<file path="src/rtl/ram2_arbiter.sv">
// ram2_arbiter
//   Shares the single RAM2 SRAM between instruction fetch and MEM-stage
//   data loads/stores. Instruction fetch owns the memory by default. A data
//   request steals it for a few cycles. While that happens the PC is frozen
//   and a NOP bubble goes to decode.
//
// Ports
//   rai_clk, rai_rst        clock, asynchronous active-high reset
//   rai_if_addr             PC address to fetch
//   rai_mem_req/we/addr/wdata  data access request (held until rao_mem_ack)
//   rai_ram2_rdata          data bus as read back from the RAM2 pads
//   rao_ram2_addr/wdata     RAM2 address and write data
//   rao_ram2_drive          tristate enable for rao_ram2_wdata
//   rao_ram2_en_n/oe_n/we_n RAM2 control strobes, active low
//   rao_pc_en               enable to the pc block (0 = stall)
//   rao_instr               fetched instruction or NOP bubble
//   rao_mem_rdata           load data
//   rao_mem_ack             one-cycle completion pulse
module ram2_arbiter #(
    parameter int unsigned     WE_CYCLES = 2,
    parameter logic [15:0]     NOP_INSTR = 16'h0800
) (
    input  logic        rai_clk,
    input  logic        rai_rst,
    input  logic [15:0] rai_if_addr,
    input  logic        rai_mem_req,
    input  logic        rai_mem_we,
    input  logic [15:0] rai_mem_addr,
    input  logic [15:0] rai_mem_wdata,
    input  logic [15:0] rai_ram2_rdata,
    output logic [15:0] rao_ram2_addr,
    output logic [15:0] rao_ram2_wdata,
    output logic        rao_ram2_drive,
    output logic        rao_ram2_en_n,
    output logic        rao_ram2_oe_n,
    output logic        rao_ram2_we_n,
    output logic        rao_pc_en,
    output logic [15:0] rao_instr,
    output logic [15:0] rao_mem_rdata,
    output logic        rao_mem_ack
);

    typedef enum logic [2:0] {
        FETCH  = 3'd0,
        DREAD  = 3'd1,
        WSETUP = 3'd2,
        WPULSE = 3'd3,
        WHOLD  = 3'd4
    } state_t;

    // Pulse counter reload: we_n stays low for WE_CYCLES cycles, counting
    // down from WE_CYCLES-1 to 0 inclusive.
    localparam logic [3:0] CNT_LOAD = 4'(WE_CYCLES - 1);

    state_t      state_r;
    logic [3:0]  cnt_r;
    logic [15:0] addr_r;
    logic [15:0] wdata_r;
    logic [15:0] rdata_r;

    // Access sequencer: state, we_n pulse counter, latched request, load data.
    always_ff @(posedge rai_clk or posedge rai_rst) begin
        if (rai_rst) begin
            state_r <= FETCH;
            cnt_r   <= 4'd0;
            addr_r  <= 16'd0;
            wdata_r <= 16'd0;
            rdata_r <= 16'd0;
        end else begin
            case (state_r)
                FETCH: begin
                    // The request is only looked at here, so every access
                    // is separated from the next by at least one FETCH cycle.
                    if (rai_mem_req) begin
                        addr_r  <= rai_mem_addr;
                        wdata_r <= rai_mem_wdata;
                        state_r <= rai_mem_we ? WSETUP : DREAD;
                    end else begin
                        state_r <= FETCH;
                    end
                end
                DREAD: begin
                    rdata_r <= rai_ram2_rdata;
                    state_r <= FETCH;
                end
                WSETUP: begin
                    cnt_r   <= CNT_LOAD;
                    state_r <= WPULSE;
                end
                WPULSE: begin
                    if (cnt_r == 4'd0) begin
                        state_r <= WHOLD;
                    end else begin
                        cnt_r   <= cnt_r - 4'd1;
                        state_r <= WPULSE;
                    end
                end
                WHOLD: begin
                    state_r <= FETCH;
                end
                default: begin
                    state_r <= FETCH;
                    cnt_r   <= 4'd0;
                end
            endcase
        end
    end

    // Output decode. Reset overrides everything combinationally, so a write
    // in progress loses we_n and the bus drive in the same cycle.
    always_comb begin
        rao_ram2_addr  = 16'd0;
        rao_ram2_wdata = wdata_r;
        rao_ram2_drive = 1'b0;
        rao_ram2_en_n  = 1'b1;
        rao_ram2_oe_n  = 1'b1;
        rao_ram2_we_n  = 1'b1;
        rao_pc_en      = 1'b0;
        rao_instr      = NOP_INSTR;
        rao_mem_rdata  = rdata_r;
        rao_mem_ack    = 1'b0;
        if (rai_rst) begin
            rao_ram2_addr = 16'd0;
        end else begin
            case (state_r)
                FETCH: begin
                    rao_ram2_addr = rai_if_addr;
                    rao_ram2_en_n = 1'b0;
                    rao_ram2_oe_n = 1'b0;
                    if (rai_mem_req) begin
                        rao_pc_en = 1'b0;
                        rao_instr = NOP_INSTR;
                    end else begin
                        rao_pc_en = 1'b1;
                        rao_instr = rai_ram2_rdata;
                    end
                end
                DREAD: begin
                    rao_ram2_addr = addr_r;
                    rao_ram2_en_n = 1'b0;
                    rao_ram2_oe_n = 1'b0;
                    rao_mem_rdata = rai_ram2_rdata;
                    rao_mem_ack   = 1'b1;
                end
                WSETUP, WPULSE, WHOLD: begin
                    rao_ram2_addr  = addr_r;
                    rao_ram2_en_n  = 1'b0;
                    rao_ram2_drive = 1'b1;
                    rao_ram2_we_n  = (state_r == WPULSE) ? 1'b0 : 1'b1;
                    rao_mem_ack    = (state_r == WHOLD) ? 1'b1 : 1'b0;
                end
                default: begin
                    rao_ram2_addr = 16'd0;
                end
            endcase
        end
    end

endmodule

</file>
<file path="config.mk">
export PLATFORM = sky130hd
export DESIGN_NAME = ram2_arbiter
export DESIGN_NICKNAME = d
export VERILOG_FILES = /design/src/rtl/ram2_arbiter.sv
export SDC_FILE = /design/constraint.sdc
export NUM_CORES = 1
export LEC_CHECK = 0
export CORE_MARGIN = 3
export CORE_UTILIZATION = 43
export CTS_CLUSTER_SIZE = 16
export DETAILED_ROUTE_END_ITERATION = 10
export GPL_ROUTABILITY_DRIVEN = 0
export PLACE_DENSITY = 0.9
export REMOVE_ABC_BUFFERS = 1
export SYNTH_ARGS = -nofsm -noshare
export SYNTH_HDL_FRONTEND = slang
export SYNTH_SLANG_ARGS = --single-unit
</file>
<file path="constraint.sdc">
create_clock -name rai_clk -period 2.7 [get_ports rai_clk]
set_input_delay 0.54 -clock rai_clk [delete_from_list [all_inputs] [get_ports rai_clk]]
set_output_delay 0.54 -clock rai_clk [all_outputs]
set_load 0.01 [all_outputs]
</file>
==> impl_metrics.py, run 1 <==
metrics = {
    "outcome": {
        "status": "finished clean",
    },
    "power_and_ir_drop": {
        "switching_power_w": 0.00176,
        "ir_worst_vdd_mv": 0.536,
        "power_frac_seq": 0.303,
        "p_sw_frac": 0.353,
        "powerDensity_mw_per_mm2": 1010,
        "p_comb_frac": 0.593,
        "p_leak_nw": 2.26,
        "p_int_w": 0.00323,
        "clkPwrFrac": 0.105,
    },
    "timing": {
        "fmax_mhz": 376,
        "hold_viol": 0,
        "post-route-period-util": 0.985,
        "finClkSkew_ns": 0.00490,
        "slew_violations": 0,
        "max_slew_margin": 0.615,
        "finalSetupViolCount": 0,
        "layout_setup_ws_ns": 0.0405,
        "tightest_slew_ns": 0.578,
        "period_needed_ns": 2.66,
    },
    "synthesis": {
        "avgSynthCellArea_um2": 11.6,
        "synth_area_mm2": 0.00316,
        "async_reset_ff_frac": 1.00,
        "synth_edf_count": 0,
        "ys_seq_area_frac": 0.435,
        "synth_ff_type": "dfrtp_1",
        "synth_seq_cells": 55,
        "synth_cells": 272,
        "yosys_warnings": 0,
        "synth_cell_type_count": 41,
    },
    "global_routing": {
        "grt_max_degree": 59,
        "first_global_vias": 2833,
        "grt_pass1_wl_um": 13700,
        "antenna_found_initial": 0,
        "track_usage": 0.201,
        "overflow": 0,
    },
    "critical_path": {
        "end_kind": "output port",
        "crit_fanout": 4,
        "critPathKind": "in -> out",
        "start_kind": "primary input",
        "cp.required_ns": 2.16,
        "arrival_ns": 2.12,
        "reg2regPathDepth": 5,
    },
    "flow_run": {
        "cap_violations": 0,
    },
    "cts": {
        "cts_buffer_depth": 2,
        "cts.reportedPaths.clkPinSlew_ns": 0.09,
        "cts_tree": "yes",
        "clkSinkCount": 55,
        "cts_root_buf": "clkbuf_8",
        "h-tree-depth": 2,
        "clk_latency_ns": 0.30,
        "cts_buffers": 5,
        "ctsHoldBuffers": 0,
    },
    "floorplanning": {
        "dieWidth_um": 91.8,
        "placement_rows": 30,
        "die_h_um": 91.8,
        "dieArea_mm2": 0.00842,
        "core_area_mm2": 0.00694,
        "initial_utilization": 0.455,
        "ioPinCount": 138,
    },
    "finish": {
        "n_antenna_cell": 0,
        "postLayoutCoreUtil": 0.709,
        "final_layout_size_suffix_gt1_frac": 0.258,
        "final_nets": 489,
        "fillerInstances": 522,
        "fin_cells": 515,
        "area_delta_synth_final_pct": 55.7,
    },
    "detailed_routing": {
        "route.antenna.remaining_nets": 0,
        "drt_iter0_markers": 80,
        "vias": 2705,
        "first_pass_iters": 5,
        "topRoutingLayerUsed": "met4",
        "wl_met1_um": 3390,
        "route.met3.wl_um": 675,
        "drc": 0,
        "wl_per_cell_um": 16.9,
        "viasPerCell": 5.25,
        "wl_met2_um": 4570,
        "wl_um": 8700,
    },
    "hold_path": {
        "min_path_type": "reg -> reg",
        "min_path_cells": 1,
    },
    "place": {
        "place_ws_ns": -0.272,
        "dp_cells": 493,
        "dp.final_hpwl_um": 6130,
        "port_buffers": 137,
    },
}
[metrics by stage]
step                      hold WS (ns)  power, W  setup TNS [ns]  instance area [um2]
after detailed placement         0.495   0.00449           -7.34                 4650
after global placement           0.471   0.00437           -6.48                 4650
after global routing             0.533   0.00533        -0.00316                 4920
final                            0.513   0.00499               0                 4920
after floorplan                  0.458   0.00309          -0.517                 3020
after CTS                        0.517   0.00499         -0.0782                 4820
[critical path, stage by stage]
cell and delay, ns:
dlygate4sd2_1 0.26, or4_4 0.54, nor2_4 0.16, buf_4 0.14, buf_4 0.10, and2_1 0.12
clkdlybuf4s15_1 0.24
[power groups by stage]
stage,clock network (W),registers (W),logic (W)
3_5_place_dp,0,0.00152,0.00296
5_1_grt,0.000576,0.00156,0.00320
4_1_cts,0.000538,0.00151,0.00294
3_3_place_gp,0,0.00149,0.00288
2_1_floorplan,0,0.00161,0.00149
6_report,0.000523,0.00151,0.00296
[synth_stat cells, types with 2 or more instances]
cell / number / area [um2]
nor2_4: 2 / 22.5
a21oi_1: 2 / 10.0
dfrtp_1: 55 / 1380
ha_1: 2 / 25.0
clkbuf_1: 8 / 30.0
nor2_1: 5 / 18.8
o21ai_0: 4 / 20.0
buf_4: 5 / 37.5
buf_2: 7 / 35.0
mux2_4: 10 / 150
a31oi_1: 16 / 100
mux2_1: 3 / 33.8
nand3b_1: 32 / 240
inv_1: 5 / 18.8
nor2b_1: 3 / 18.8
or3_1: 3 / 18.8
nor4b_1: 2 / 17.5
mux2_2: 51 / 574
nand2_1: 4 / 15.0
and2_1: 15 / 93.8
buf_6: 2 / 22.5
nand3_1: 17 / 85.1
[cell usage in the layout, fill, tap and decap left out, types with 5 or more instances in the layout]
master | synthesis | layout
buf_4 | 5 | 19
dlymetal6s2s_1 | 0 | 16
nand3b_1 | 32 | 32
nand3_1 | 17 | 17
clkbuf_8 | 0 | 5
a31oi_1 | 16 | 16
mux2_2 | 51 | 51
dlygate4sd2_1 | 0 | 30
mux2_4 | 10 | 10
and2_1 | 15 | 15
clkdlybuf4s50_1 | 0 | 88
dfrtp_1 | 55 | 54
[state kept, by name, summed over array words and instances, names as in the netlist]
| signal | count |
|---|---|
| state_r | 3 |
| rao_ram2_wdata | 16 |
| addr_r | 16 |
| cnt_r | 4 |
| rdata_r | 16 |
[final timing paths]
check / start / endpoint / slack (ns)
worst max-delay path: rai_rst / rao_instr[2] / 0.04
worst min-delay path: rao_ram2_wdata[5] / rao_ram2_wdata[5] / 0.51
worst max register to register: state_r[2] / rao_ram2_wdata[2] / 0.72
worst min register to register: rao_ram2_wdata[5] / rao_ram2_wdata[5] / 0.51
max in group asynchronous: rai_rst / state_r[2] / 1.55
min in group asynchronous: rai_rst / rdata_r[8] / 0.56
[what timing repair did]
item                       in CTS  in global routing
buffers inserted                7                  5
setup endpoints to repair      47                 19
gates cloned                    2                  1
pin swaps                       3                  3
resized for setup              41                 18
[kinds of logic (layout without fill, tap and decap cells)]
| logic type | after synthesis | in the layout | share of synthesized area |
|---|---|---|---|
| adder cells (fa/ha/maj) | 2 | 2 | 0.00791 |
| flip-flops | 55 | 55 | 0.435 |
| AO/OA/AOI/OAI | 28 | 28 | 0.0597 |
| multiplexers | 65 | 65 | 0.243 |
| AND/OR/NAND/NOR | 93 | 94 | 0.201 |
| XOR/XNOR | 1 | 1 | 0.00277 |
| buffers and inverters | 28 | 174 | 0.0502 |
[cell type report]
| class | instances | area [um2] | area share |
|---|---|---|---|
| clock inverters | 1 | 30.0 | 0.00610 |
| flip-flops and latches | 55 | 1380 | 0.280 |
| well taps | 96 | 120 | 0.0244 |
| repair buffers | 162 | 1650 | 0.335 |
| clock buffers | 6 | 72.6 | 0.0147 |
| inverters | 5 | 18.8 | 0.00381 |
| multi-input cells | 190 | 1650 | 0.336 |
[layer usage]
metal	track usage	vias up
met2	0.357	99
met5	0	-
met1	0.232	1314
met4	0.0507	0
li1	-	1284
met3	0.0681	8
Power figures use the tool's default switching activity.
==> run 2, diff against run 1 <==
--- a/config.mk
+++ b/config.mk
@@ -11,6 +11,7 @@
 export DETAILED_ROUTE_END_ITERATION = 10
 export GPL_ROUTABILITY_DRIVEN = 0
 export PLACE_DENSITY = 0.9
+export RECOVER_POWER = 25
 export REMOVE_ABC_BUFFERS = 1
 export SYNTH_ARGS = -nofsm -noshare
 export SYNTH_HDL_FRONTEND = slang
==> run 2 against run 1 <==
Net effect:
- sequential share of layout area up 0.057 points
- highest routed layer unchanged
- cell area down 0.20%
- cell count unchanged
- critical path type unchanged
==> impl_metrics.py, run 2 (synthesis gave the netlist of run 1 again) <==
metrics = {
    "critical_path": {
        "end_kind": "output port",
        "critPathKind": "in -> out",
        "start_kind": "primary input",
        "r2r_start": "state_r[2]",
        "crit_top_cell": "buf_4",
        "crit_fanout": 4,
        "arrival_ns": 2.12,
        "critPathLaunch": "rai_rst",
        "critPathSlowestCell": "or4_4",
        "cp_top_family": "simple AND/OR/NAND/NOR gates",
        "path_buf_inv": 4,
        "cp.required_ns": 2.16,
        "critPathMaxStageDelay_ns": 0.54,
        "crit_chain": "dlygate4sd2_1 > or4_4 > nor2_4 > buf_4 > buf_4 > and2_1 > clkdlybuf4s15_1",
    },
    "cts": {
        "h-tree-depth": 2,
        "cts.reportedPaths.clkPinSlew_ns": 0.09,
        "cts_root_buf": "clkbuf_8",
        "cts_buffer_depth": 2,
        "clkSinkCount": 55,
        "cts_buffers": 5,
        "cts_tree": "yes",
        "clk_latency_ns": 0.30,
    },
    "power_and_ir_drop": {
        "power_frac_seq": 0.303,
        "ir_worst_vdd_mv": 0.535,
        "total_power_w": 0.00499,
        "p_leak_nw": 2.25,
        "p_int_w": 0.00323,
        "p_comb_frac": 0.592,
        "clkPwrFrac": 0.105,
        "switching_power_w": 0.00176,
        "p_sw_frac": 0.353,
        "powerDensity_mw_per_mm2": 1020,
    },
    "place": {
        "dp_cells": 493,
        "dpl-instance-area_mm2": 0.00465,
        "port_buffers": 137,
        "dp.final_hpwl_um": 6130,
    },
    "timing": {
        "fmax_mhz": 376,
        "post-route-period-util": 0.984,
        "hold_viol": 0,
        "slew_violations": 0,
        "max_slew_margin": 0.252,
        "finClkSkew_ns": 0.00489,
        "period_needed_ns": 2.66,
        "finalSetupViolCount": 0,
        "tightest_slew_ns": 1.12,
    },
    "floorplanning": {
        "ioPinCount": 138,
        "initial_utilization": 0.455,
        "core_area_mm2": 0.00694,
        "dieArea_mm2": 0.00842,
        "die_h_um": 91.8,
        "placement_rows": 30,
        "dieWidth_um": 91.8,
    },
    "finish": {
        "layout_commonest_cell": "clkdlybuf4s50_1",
        "n_antenna_cell": 0,
        "fin_area_mm2": 0.00491,
        "final_nets": 489,
        "postLayoutCoreUtil": 0.708,
        "final_layout_size_suffix_gt1_frac": 0.251,
        "fin_cells": 515,
        "final_cell_mix": "clkdlybuf4s50_1 (88), dfrtp_1 (54), mux2_2 (51)",
        "area_delta_synth_final_pct": 55.3,
    },
    "outcome": {
        "status": "finished clean",
    },
    "detailed_routing": {
        "drt_iter0_markers": 78,
        "viasPerCell": 5.26,
        "wl_um": 8690,
        "wl_per_cell_um": 16.9,
        "drc": 0,
        "first_pass_iters": 5,
        "route.antenna.remaining_nets": 0,
        "vias": 2710,
    },
    "global_routing": {
        "grt_max_degree": 59,
        "track_usage": 0.201,
        "grt_pass1_wl_um": 13700,
        "overflow": 0,
        "first_global_vias": 2833,
        "antenna_found_initial": 0,
    },
    "flow_run": {
        "cap_violations": 0,
    },
    "hold_path": {
        "min_path_type": "reg -> reg",
        "hold_start": "rao_ram2_wdata[5]",
    },
}
-- run 2: cell types whose count changed in the layout (fill, tap and decap cells not counted) --
cell      delta
clkbuf_2     +1
inv_1        +1
clkbuf_1     +2
inv_2        -1
buf_4        -3
-- run 2: routing by layer --
metal	GRT usage	wire [um]	up-vias
li1	-	-	1285
met1	0.232	3380	1318
met2	0.357	4570	99
met3	0.0681	675	8
met4	0.0507	69	0
met5	0	0	-
-- run 2: power by group through the flow --
stage / Sequential (W) / Clock (W) / Combinational [W]
after global placement: 0.00149 / 0 / 0.00288
after floorplan: 0.00161 / 0 / 0.00149
after global routing: 0.00156 / 0.000576 / 0.00320
after CTS: 0.00151 / 0.000538 / 0.00294
after detailed placement: 0.00152 / 0 / 0.00296
final: 0.00151 / 0.000523 / 0.00296
-- run 2: through the flow --
stage	hold WS [ns]	TNS (ns)	worst slack [ns]
2_1_floorplan	0.458	-0.517	-0.0757
3_3_place_gp	0.471	-6.48	-0.219
3_5_place_dp	0.495	-7.34	-0.272
4_1_cts	0.517	-0.0782	-0.0182
5_1_grt	0.533	-0.00316	-0.00274
6_report	0.513	0	0.0428
-- run 2: final timing paths --
kind / cells after the start / slack, ns / to
min in group asynchronous: 4 / 0.75 / rdata_r[8]
setup / recovery: 7 / 0.04 / rao_instr[2]
hold / removal: 1 / 0.51 / rao_ram2_wdata[5]
max in group asynchronous: 4 / 0.95 / state_r[2]
setup reg to reg: 5 / 0.72 / rao_ram2_wdata[2]
hold reg to reg: 1 / 0.51 / rao_ram2_wdata[5]
-- run 2: cell type report --
type / count / area [um2]
Fill cell: 524 / 2030
Multi-Input combinational cell: 190 / 1650
Timing Repair Buffer: 162 / 1640
Tap cell: 96 / 120
Clock inverter: 1 / 30.0
Sequential cell: 55 / 1380
Inverter: 5 / 18.8
Clock buffer: 6 / 72.6
-- run 2: worst register-to-register path, delay by kind of cell, from the launching register on --
kind                   cells  cell delay, ns
buffers and inverters      3            0.58
DFF                        1            0.44
muxes                      1            0.37
and+or+nand+nor            1            0.48
-- run 2: timing repair --
| item | CTS | global route |
|---|---|---|
| resized for setup | 41 | 18 |
| endpoints found under the setup margin | 47 | 19 |
| hold buffers | 0 | 0 |
| gates cloned | 2 | 1 |
| pin swaps | 3 | 3 |
| setup buffers | 7 | 5 |
==> run 3, diff against run 2 <==
--- a/config.mk
+++ b/config.mk
@@ -5,9 +5,9 @@
 export SDC_FILE = /design/constraint.sdc
 export NUM_CORES = 1
 export LEC_CHECK = 0
-export CORE_MARGIN = 3
+export CORE_MARGIN = 2
 export CORE_UTILIZATION = 43
-export CTS_CLUSTER_SIZE = 16
+export CTS_CLUSTER_SIZE = 20
 export DETAILED_ROUTE_END_ITERATION = 10
 export GPL_ROUTABILITY_DRIVEN = 0
 export PLACE_DENSITY = 0.9
==> run 3 against run 2 <==
Net effect:
- the run now ends with max-capacitance violations, max-slew violations left
- non-clock buffer count down 2
- clock skew up 0.0072 ns
- sequential power about the same
- cell area down 0.89%
- core utilization down 2.9 points
- first-iteration DRC count up 60%
- cell count up 0.19%
- sequential share of layout area up 0.23 points
- sequential cell count unchanged
==> impl_metrics.py, run 3 (synthesis gave the netlist of run 1 again) <==
metrics = {
    "power_and_ir_drop": {
        "powerDensity_mw_per_mm2": 1010,
        "ir_worst_vdd_mv": 0.572,
        "p_leak_nw": 2.14,
        "total_power_w": 0.00494,
    },
    "timing": {
        "rsz0062_at_grt": "yes",
        "hold_viol": 0,
        "finClkSkew_ns": 0.0121,
        "tightest_slew_ns": 1.58,
        "slew_violations": 30,
        "holdWs_ns": 0.507,
        "fmax_mhz": 383,
        "period_needed_ns": 2.61,
        "post-route-period-util": 0.967,
        "max_slew_margin": -0.0516,
        "tns_ns": 0,
        "finalSetupViolCount": 0,
    },
    "finish": {
        "final_nets": 486,
        "final_cell_mix": "clkdlybuf4s50_1 (94), dfrtp_1 (55), mux2_2 (51)",
        "layout_commonest_cell": "clkdlybuf4s50_1",
        "n_antenna_cell": 0,
        "final_layout_size_suffix_gt1_frac": 0.240,
        "fin_cells": 516,
        "fillerInstances": 537,
        "area_delta_synth_final_pct": 54.0,
        "postLayoutCoreUtil": 0.679,
    },
    "global_routing": {
        "grt_max_degree": 57,
        "antenna_found_initial": 0,
        "overflow": 0,
        "first_global_vias": 2679,
        "track_usage": 0.191,
        "grt_pass1_wl_um": 12800,
    },
    "cts": {
        "cts.reportedPaths.clkPinSlew_ns": 0.11,
        "clkSinkCount": 55,
        "clk_latency_ns": 0.32,
        "cts_buffers": 5,
        "cts_buffer_depth": 2,
        "h-tree-depth": 2,
        "cts_tree": "yes",
        "cts_root_buf": "clkbuf_8",
        "ctsHoldBuffers": 0,
    },
    "critical_path": {
        "start_kind": "primary input",
        "critPathKind": "in -> out",
        "r2r-end": "addr_r[2]",
        "reg2regPathDepth": 5,
        "crit_end": "rao_mem_rdata[3]",
        "ff2ff_setup_slack_ns": 0.92,
        "end_kind": "output port",
        "critPathLaunch": "rai_rst",
        "cp.required_ns": 2.16,
        "crit_fanout": 8,
        "r2r_start": "state_r[2]",
        "arrival_ns": 2.07,
    },
    "hold_path": {
        "min_path_type": "reg -> reg",
    },
    "place": {
        "dp_cells": 498,
        "port_buffers": 137,
        "dp.final_hpwl_um": 5810,
    },
    "detailed_routing": {
        "drc": 0,
        "first_pass_iters": 4,
        "route.antenna.remaining_nets": 0,
        "vias": 2699,
        "drt_iter0_markers": 125,
        "viasPerCell": 5.23,
        "wl_um": 8110,
        "wl_per_cell_um": 15.7,
    },
    "floorplanning": {
        "placement_rows": 31,
        "ioPinCount": 138,
        "die_h_um": 89.8,
        "initial_utilization": 0.441,
        "dieWidth_um": 89.8,
        "core_area_mm2": 0.00718,
        "dieArea_mm2": 0.00806,
    },
    "flow_run": {
        "cap_violations": 1,
    },
    "outcome": {
        "status": "finished, violations left",
        "violations": "max-capacitance violations, max-slew violations",
    },
}
-- run 3: changes by cell type in the layout (fill, tap and decap cells not counted), sizes merged, moves of 2 or more --
cell,delta
clkdlybuf4s15,+6
clkdlybuf4s50,+6
dlymetal6s2s,-6
dlygate4sd2,-5
inv,+3
clkbuf,-2
-- run 3: worst min path at each step --
stage                  endpoint  cells after the start        start
detailed placement  rdata_r[11]                      1  rdata_r[11]
global route        rdata_r[11]                      1  rdata_r[11]
CTS                 rdata_r[11]                      1  rdata_r[11]
finish              rdata_r[11]                      1  rdata_r[11]
floorplan           rdata_r[11]                      1  rdata_r[11]
global placement    rdata_r[11]                      1  rdata_r[11]
-- run 3: repair_timing --
| action | in CTS | in global routing |
|---|---|---|
| resized for setup | 48 | 15 |
| cloned | 1 | 1 |
| setup endpoints to repair | 44 | 27 |
| buffers inserted | 3 | 5 |
| pin swaps | 2 | 1 |
-- run 3: critical path, cell delays in order --
cell and delay (ns):
dlygate4sd2_1 0.28, clkbuf_1 0.16, nor3_4 0.19, buf_4 0.15
buf_12 0.12, mux2_2 0.34, dlygate4sd2_1 0.29
-- run 3: final cells by class --
class / instances / area, um2 / share of cell area
clock buffers: 5 / 68.8 / 0.0141
repair buffers: 160 / 1610 / 0.331
inverters: 5 / 18.8 / 0.00385
multi-input cells: 189 / 1640 / 0.337
flip-flops and latches: 55 / 1380 / 0.283
well taps: 99 / 124 / 0.0254
clock inverters: 3 / 28.8 / 0.00591
-- run 3: power by group --
part,switching [W],internal [W]
Clock,0.000300,0.000197
Sequential,0.000254,0.00124
Combinational,0.00123,0.00171
Total,0.00179,0.00315
-- run 3: through the flow --
step	area [um2]	worst slack, ns
floorplan	3020	-0.0757
global placement	4640	-0.246
detailed placement	4640	-0.305
CTS	4790	-0.00579
global route	4870	-0.0117
finish	4870	0.0883
-- run 3: per-layer routing --
metal | part of all wire | vias up | global-route usage | wire length (um)
met2 | 0.52 | 90 | 0.336 | 4250
met5 | 0 | - | 0 | 0
met4 | 0.0043 | 0 | 0.0397 | 35
li1 | - | 1275 | - | -
met1 | 0.40 | 1329 | 0.234 | 3280
met3 | 0.066 | 5 | 0.0562 | 539
